### config.mk
export PLATFORM = sky130hd
export DESIGN_NAME = traffic_actuated_ctrl
export DESIGN_NICKNAME = d
export VERILOG_FILES = /design/src/rtl/traffic_pkg.sv /design/src/rtl/traffic_rr_pick.sv /design/src/rtl/traffic_actuated_ctrl.sv
export SDC_FILE = /design/constraint.sdc
export NUM_CORES = 1
export LEC_CHECK = 0
export CORE_MARGIN = 2
export CORE_UTILIZATION = 60
export CTS_CLUSTER_DIAMETER = 120
export DETAILED_ROUTE_END_ITERATION = 8
export DONT_BUFFER_PORTS = 1
export PLACE_DENSITY = 0.76
export REMOVE_ABC_BUFFERS = 1
export SLEW_MARGIN = 10
export SYNTH_ARGS = -nofsm -noshare
export SYNTH_HDL_FRONTEND = slang
export SYNTH_HIERARCHICAL = 1
export SYNTH_SLANG_ARGS = --single-unit
### constraint.sdc
create_clock -name clk -period 2.1 [get_ports clk]
set_input_delay 0.525 -clock clk [delete_from_list [all_inputs] [get_ports clk]]
set_output_delay 0.525 -clock clk [all_outputs]
set_load 0.01 [all_outputs]
### src/rtl/traffic_pkg.sv
// Shared encodings and default timing for the actuated three-road controller.
package traffic_pkg;

    typedef enum logic [1:0] {
        LAMP_GREEN  = 2'b00,
        LAMP_YELLOW = 2'b01,
        LAMP_RED    = 2'b10
    } lamp_t;

    typedef enum logic [1:0] {
        ST_IDLE   = 2'd0,
        ST_ALLRED = 2'd1,
        ST_GREEN  = 2'd2,
        ST_YELLOW = 2'd3
    } state_t;

    localparam int unsigned GREEN_MIN_DEF = 4;
    localparam int unsigned GREEN_MAX_DEF = 10;
    localparam int unsigned YELLOW_T_DEF  = 3;
    localparam int unsigned ALLRED_T_DEF  = 2;

    // Road index meaning "no road"; also the emg_sel value that disables preemption.
    localparam logic [1:0] NO_ROAD = 2'd3;

    // Lamp colour for one road given the registered state and granted road.
    function automatic lamp_t lamp_of(state_t s, logic [1:0] cur, logic [1:0] road);
        if (road == cur && s == ST_GREEN)  return LAMP_GREEN;
        if (road == cur && s == ST_YELLOW) return LAMP_YELLOW;
        return LAMP_RED;
    endfunction

endpackage

### src/rtl/traffic_rr_pick.sv
// Combinational round-robin picker: first requesting road after `last`.
module traffic_rr_pick
    import traffic_pkg::*;
(
    input  logic [2:0] req,
    input  logic [1:0] last,
    output logic       valid,
    output logic [1:0] idx
);

    logic [1:0] base;
    logic [2:0] sum;

    // Search starts at the road following the last granted one (3 treated as 2).
    always_comb begin
        case (last)
            2'd0:    base = 2'd1;
            2'd1:    base = 2'd2;
            default: base = 2'd0;
        endcase
    end

    // Scan the three roads in rotated order and take the first requester.
    always_comb begin
        valid = 1'b0;
        idx   = NO_ROAD;
        sum   = '0;
        for (int unsigned k = 0; k < 3; k++) begin
            sum = 3'(base) + 3'(k);
            if (sum >= 3'd3) sum = sum - 3'd3;
            if (!valid && req[sum[1:0]]) begin
                valid = 1'b1;
                idx   = sum[1:0];
            end
        end
    end

endmodule

### src/rtl/traffic_actuated_ctrl.sv
// Actuated three-road signal controller with emergency preemption and orderly shutdown.
module traffic_actuated_ctrl
    import traffic_pkg::*;
#(
    parameter int unsigned GREEN_MIN = GREEN_MIN_DEF,
    parameter int unsigned GREEN_MAX = GREEN_MAX_DEF,
    parameter int unsigned YELLOW_T  = YELLOW_T_DEF,
    parameter int unsigned ALLRED_T  = ALLRED_T_DEF
) (
    input  logic       clk,
    input  logic       rst,
    input  logic       en,
    input  logic [2:0] req,
    input  logic       emg,
    input  logic [1:0] emg_sel,
    output logic [1:0] l1,
    output logic [1:0] l2,
    output logic [1:0] l3,
    output logic [1:0] grant,
    output logic       busy
);

    localparam logic [3:0] GMIN_LAST = 4'(GREEN_MIN - 1);
    localparam logic [3:0] GMAX_LAST = 4'(GREEN_MAX - 1);
    localparam logic [3:0] YEL_LAST  = 4'(YELLOW_T - 1);
    localparam logic [3:0] AR_LAST   = 4'(ALLRED_T - 1);

    state_t     state, state_n;
    logic [3:0] cnt, cnt_n;
    logic [1:0] cur, cur_n;
    logic [1:0] last, last_n;
    logic       enter;
    logic       emg_v;
    logic       others;
    logic       pick_valid;
    logic [1:0] pick_idx;

    traffic_rr_pick u_pick (
        .req   (req),
        .last  (last),
        .valid (pick_valid),
        .idx   (pick_idx)
    );

    // State, dwell counter, granted road and last-granted pointer registers.
    always_ff @(posedge clk or posedge rst) begin
        if (rst) begin
            state <= ST_IDLE;
            cnt   <= '0;
            cur   <= 2'd0;
            last  <= 2'd2;
        end else begin
            state <= state_n;
            cnt   <= cnt_n;
            cur   <= cur_n;
            last  <= last_n;
        end
    end

    // Next-state logic; counters compare with >= so a saturated count still exits.
    always_comb begin
        state_n = state;
        cur_n   = cur;
        last_n  = last;
        enter   = 1'b0;
        emg_v   = emg && (emg_sel != NO_ROAD);
        others  = |(req & ~(3'b001 << cur));
        case (state)
            ST_IDLE: begin
                if (en) begin
                    state_n = ST_ALLRED;
                    enter   = 1'b1;
                end
            end
            ST_ALLRED: begin
                if (cnt >= AR_LAST) begin
                    if (!en) begin
                        state_n = ST_IDLE;
                        enter   = 1'b1;
                    end else if (emg_v) begin
                        state_n = ST_GREEN;
                        cur_n   = emg_sel;
                        enter   = 1'b1;
                    end else if (pick_valid) begin
                        state_n = ST_GREEN;
                        cur_n   = pick_idx;
                        enter   = 1'b1;
                    end
                end
            end
            ST_GREEN: begin
                if (!en) begin
                    state_n = ST_YELLOW;
                    enter   = 1'b1;
                end else if (emg_v) begin
                    if (emg_sel != cur) begin
                        state_n = ST_YELLOW;
                        enter   = 1'b1;
                    end
                end else if (cnt >= GMAX_LAST || (cnt >= GMIN_LAST && others)) begin
                    state_n = ST_YELLOW;
                    enter   = 1'b1;
                end
            end
            ST_YELLOW: begin
                if (cnt >= YEL_LAST) begin
                    state_n = ST_ALLRED;
                    last_n  = cur;
                    enter   = 1'b1;
                end
            end
            default: begin
                state_n = ST_IDLE;
                enter   = 1'b1;
            end
        endcase
        if (enter)            cnt_n = '0;
        else if (cnt == 4'hF) cnt_n = cnt;
        else                  cnt_n = cnt + 4'd1;
    end

    // Lamp, grant and busy decode from registered state only.
    always_comb begin
        l1    = lamp_of(state, cur, 2'd0);
        l2    = lamp_of(state, cur, 2'd1);
        l3    = lamp_of(state, cur, 2'd2);
        grant = (state == ST_GREEN || state == ST_YELLOW) ? cur : NO_ROAD;
        busy  = (state != ST_IDLE);
    end

endmodule

**Yosys cells after proc, flatten, opt, wreduce, memory -nomap -nowiden**

Cells that the tools add are included.

- Input port bits: 9
- Logic and storage cells: 126
- Output and inout bits: 9
- Bits in registers: 10

- Order comparisons: 10
- Shift operators: 1
- Add/subtract/negate cells: 6
- Bitwise operators: 2
- Reductions and logical operators: 23
- Equal/unequal tests: 16
- Multiplexer cells: 64

Operators by type and width:

| operator | count |
|---|---|
| 2-to-1 mux 2 bit | 31 |
| 2-to-1 mux 1 bit | 25 |
| inequality test 4 bit (second input constant) | 3 |
| logical AND 1 bit | 10 |
| inequality test 2 bit (second input constant) | 5 |
| < comparator 2 x 3 -> 1 bit (second input constant) | 3 |
| >= comparator 4 x 2 -> 1 bit (second input constant) | 2 |
| 2-to-1 mux 4 bit | 2 |
| case mux 2 bit (4 select lines) | 1 |
| binary-select mux 1 bit (select 2 bit) | 3 |
| >= comparator 3 x 2 -> 1 bit (second input constant) | 2 |
| zero test 2 bit | 3 |
| AND reduction 6 bit | 1 |
| subtractor 2 bit (second input constant) | 3 |
| adder 4 x 1 -> 4 bit (second input constant) | 1 |
| equality test 2 x 1 -> 1 bit (second input constant) | 2 |
| equality test 2 bit (second input constant) | 2 |
| equality test 4 bit (second input constant) | 1 |
| >= comparator 4 x 1 -> 1 bit (second input constant) | 1 |
| >= comparator 4 bit (second input constant) | 1 |
| case mux 1 bit (4 select lines) | 1 |
| case mux 2 bit (2 select lines) | 1 |
| AND reduction 4 bit | 1 |
| nonzero test 2 bit | 2 |
| other kinds (13) | 15 |

**Logic depth before layout (Yosys ltp)**

- Depth in word-level cells: 19
- Gate-level depth with buffers: 7
- Mapped depth without buffers: 7

**By module**

Netlist, hierarchy kept.

By module, submodules not included:

| module | cells each | area each (um2) | times used | sequential area each (um2) |
|---|---|---|---|---|
| traffic_actuated_ctrl | 96 | 869.6 | 1 | 251.5 |
| traffic_rr_pick | 6 | 41.3 | 1 | 0.0 |

**Least setup slack after synthesis**

No wires, ideal clock.

- Kind: register to register
- Start point: register cnt[1]
- End point: register state[1]
- Clock period less this slack: 1.897 ns
- Library setup time: 0.079 ns
- Data required time: 2.021 ns
- Cell stages (with the launch flop): 8
- Data arrival time: 1.817 ns
- Path slack: 0.203 ns
- Cell sequence: dfrtp_1 > inv_1 > ha_1 > or3b_1 > a211o_1 > a311oi_1 > or2_2 > mux2i_1

- Longest elaborated chain between the ends: 5
- Elaborated cells between the ends (all ways): 10
- Classes of those cells: order compare: 4; eq/ne: 3; reduce/logical: 3

Ends and longest elaborated chain:

| element | line | text |
|---|---|---|
| start: declaration | traffic_actuated_ctrl.sv:29 | `logic [3:0] cnt, cnt_n;` |
| start signal: assignment | traffic_actuated_ctrl.sv:54 | `cnt <= cnt_n;` |
| >= comparator 4 x 2 -> 1 bit | traffic_actuated_ctrl.sv:100 | `end else if (cnt >= GMAX_LAST \|\| (cnt >= GMIN_LAST && others)) begin` |
| logical AND 1 bit | traffic_actuated_ctrl.sv:100 |  |
| logical OR 1 bit | traffic_actuated_ctrl.sv:100 |  |
| inequality test 4 bit (no line) | - |  |
| AND reduction 6 bit (no line) * | - |  |
| end signal: assignment | traffic_actuated_ctrl.sv:53 | `state <= state_n;` |
| end: declaration | traffic_actuated_ctrl.sv:28 | `state_t state, state_n;` |

Every way passes the cells marked *; elsewhere a longest branch is shown, timed or not.
A chain may end at the register's enable or synchronous reset.

**Worst setup path after layout**

- Start point: register cnt[0]
- End point: register state[1]

The elaborated chain is that of the path after synthesis.

==> results.toml <==
[sta]
setup_slack_ps = 94.07
hold_viol_final = 0
slew_headroom = 0.6905
fin_skew_ps = 1.454
tightest_slew_ps = 460.1
fin_tns_setup_ps = 0
setup_viol = 0
fmax_mhz = 498.5
period_minus_slack_ps = 2006
slew_viol_final = 0
period_share = 0.9552

[drt]
route.detailed.drc = 0
postRouteAntennaNets = 0
met1_length_um = 829
met2WireLength_um = 896
top_layer = "met4"
firstDrtPassIters = 4
num_vias = 752
vias_per_cell = 6.267
wl_per_cell_um = 15.83
wirelength_mm = 1.900
drtIter0Drc = 11
dr_wl_met3_um = 110

[die]
core-area_um2 = 1471
pin_count = 18
dieArea_um2 = 1846
die_x_um = 42.97
initial_core_util = 0.6190
rows = 14
die_y_um = 42.97

[setup_path]
critPathMaxStageDelay_ps = 440
crit_chain = "inv_1 > ha_1 > or3b_1 > a211o_1 > a311oi_2 > or2_4 > mux2i_1"
cp-start-kind = "flop"
crit_type = "flop to flop"
critPathSlowestCell = "dfrtp_2"
arrival_ps = 2200
cp.required_ps = 2290
path_buf_inv = 1
r2r-start = "cnt[0]$_DFFE_PP0P_"
cp_max_fo = 5
cp-end-kind = "flop"
crit_path_start = "cnt[0]$_DFFE_PP0P_"
path_delay_family = "compound AO/OA/AOI/OAI gates"

[global_route]
grt_pass1_vias = 747
grt_start_max_net_pins = 11
grt_pass1_wl_mm = 3.139
antenna_found_initial = 0
gr-total-overflow = 0
grt_use_total = 0.2244

[logic_synthesis]
yosysWarningCount = 6
yosysSeqAreaShare = 0.2761
ys.flop_type = "dfrtp_1"
synth-edff-count = 0
synth.avg_cell_area_um2 = 8.930
async_flop_share = 1.000
synth_cell_types = 41
ys_seq_elements = 10
yosysTopAreaCell = "dfrtp_1"
netlist_instances = 102
syn_area_um2 = 910.9
synthTopCellsByArea = "dfrtp_1 25%, ha_1 12%, mux2_2 6.2%"
synthDominantCellAreaShare = 0.2473

[layout]
drive_gt1_frac = 0.1635
syn_to_final_growth_pct = 6.868
antenna_cells = 0
final_nets = 123

[placed_design]
io_buffers = 0
dpl.hpwl_mm = 1.450
pre_cts_slack_ps = 79.28
gp_congestion = 0.7455

[clock_tree]
clockBufferDepth = 2
cts_setup_buffers = 0
cts_tree = "yes"
clock-root-buffer = "clkbuf_4"
numCtsBuffers = 3
clk_latency_ps = 270
cts_hold_buf = 0
clk_pin_slew_ps = 70
cts_max_level = 1
cts_resized = 0
cts_sinks = 10

[pwr]
power.density_nw_per_um2 = 1301
p_leak_nw = 0.4361
ir_drop_v = 0.0007318

[job]
cap_violations = 0

[min_path]
min_path_type = "input pin to async pin"

[run_status]
status = "complete, no violations"
## power breakdown
part | leakage (nW) | total, mW | internal (mW) | switching (mW)
registers | 0.122 | 0.412 | 0.285 | 0.126
logic | 0.293 | 0.681 | 0.323 | 0.359
clock network | 0.0210 | 0.174 | 0.105 | 0.0681
total | 0.436 | 1.27 | 0.714 | 0.553
## registers in the layout (all words and copies together), names as in the netlist
name / count
cnt: 4
cur: 2
last: 2
state: 2
## cell usage in the layout (no fill, tap or decap), types with 2 or more instances in the layout
cell type | netlist | layout
mux2_2 | 5 | 5
dfrtp_1 | 9 | 7
inv_1 | 12 | 12
ha_1 | 9 | 9
nand2_1 | 6 | 6
mux2i_1 | 4 | 4
clkbuf_4 | 0 | 3
dfrtp_2 | 0 | 2
or3_1 | 2 | 2
nor2b_1 | 2 | 2
nor2_1 | 4 | 4
nand3_1 | 2 | 2
xnor2_1 | 2 | 2
a211o_1 | 2 | 2
nand2b_1 | 5 | 5
o21ai_0 | 4 | 4
a21oi_1 | 8 | 8
## Yosys cell counts, types with 2 or more instances
cell type / n
xnor2_1: 2
nor2b_1: 2
nand2b_1: 5
inv_1: 12
o21ai_0: 4
ha_1: 9
or3_1: 2
a21oi_1: 8
mux2i_1: 4
mux2_2: 5
a211o_1: 2
dfrtp_1: 9
nor2_1: 4
nand2_1: 6
nand3_1: 2
## metrics by stage
step / util / instance area, um^2 / total power, mW / hold WS [ps] / std cells
2_1_floorplan: - / 900.9 / 0.9128 / 364.5 / 100
3_3_place_gp: 0.6259 / 920.9 / 1.020 / 407.6 / 116
3_5_place_dp: 0.6259 / 920.9 / 1.063 / 415.8 / 116
4_1_cts: 0.6505 / 957.2 / 1.237 / 126.2 / 120
5_1_grt: 0.6616 / 973.4 / 1.382 / 133.6 / 120
6_report: 0.6616 / 973.4 / 1.267 / 115.3 / 120
## metal layers
layer | up-vias | track usage
li1 | 374 | -
met4 | 0 | 0.1212
met3 | 8 | 0.05532
met5 | - | 0
met2 | 26 | 0.3667
met1 | 344 | 0.2688
## worst register-to-register path, cell delays in order (launching register included)
cell and delay, ps:
dfrtp_2 440, inv_1 90, ha_1 150, or3b_1 340, a211o_1 300, a311oi_2 260
or2_4 180, mux2i_1 170
## kinds of logic (layout without fill, tap and decap cells)
group / count (synthesis) / in the layout / synth area share
fa+ha+maj: 9 / 9 / 0.1236
flops: 10 / 10 / 0.2761
buf+inv: 14 / 16 / 0.06043
xor+xnor: 2 / 2 / 0.01923
simple gates: 30 / 30 / 0.1923
mux: 9 / 9 / 0.1058
compound gates: 28 / 28 / 0.2226
## area by class of cell
type,instances,area [um^2]
Clock buffer,4,36.28
Fill cell,123,498.0
Inverter,12,45.04
Multi-Input combinational cell,78,618.1
Sequential cell,10,254.0
Tap cell,16,20.02
## final timing paths
| kind | to | cells past startpoint | slack (ps) |
|---|---|---|---|
| max | state[1]$_DFFE_PP0P_ | 7 | 90 |
| min | cur[0]$_DFFE_PP0P_ | 1 | 120 |
| max reg2reg | state[1]$_DFFE_PP0P_ | 7 | 90 |
| min reg2reg | last[0]$_DFFE_PP0P_ | 1 | 500 |
| max in group asynchronous | last[1]$_DFFE_PP1P_ | 1 | 1670 |
| min in group clk | last[0]$_DFFE_PP0P_ | 1 | 500 |
Note: power is estimated with default switching activity, not from simulation.
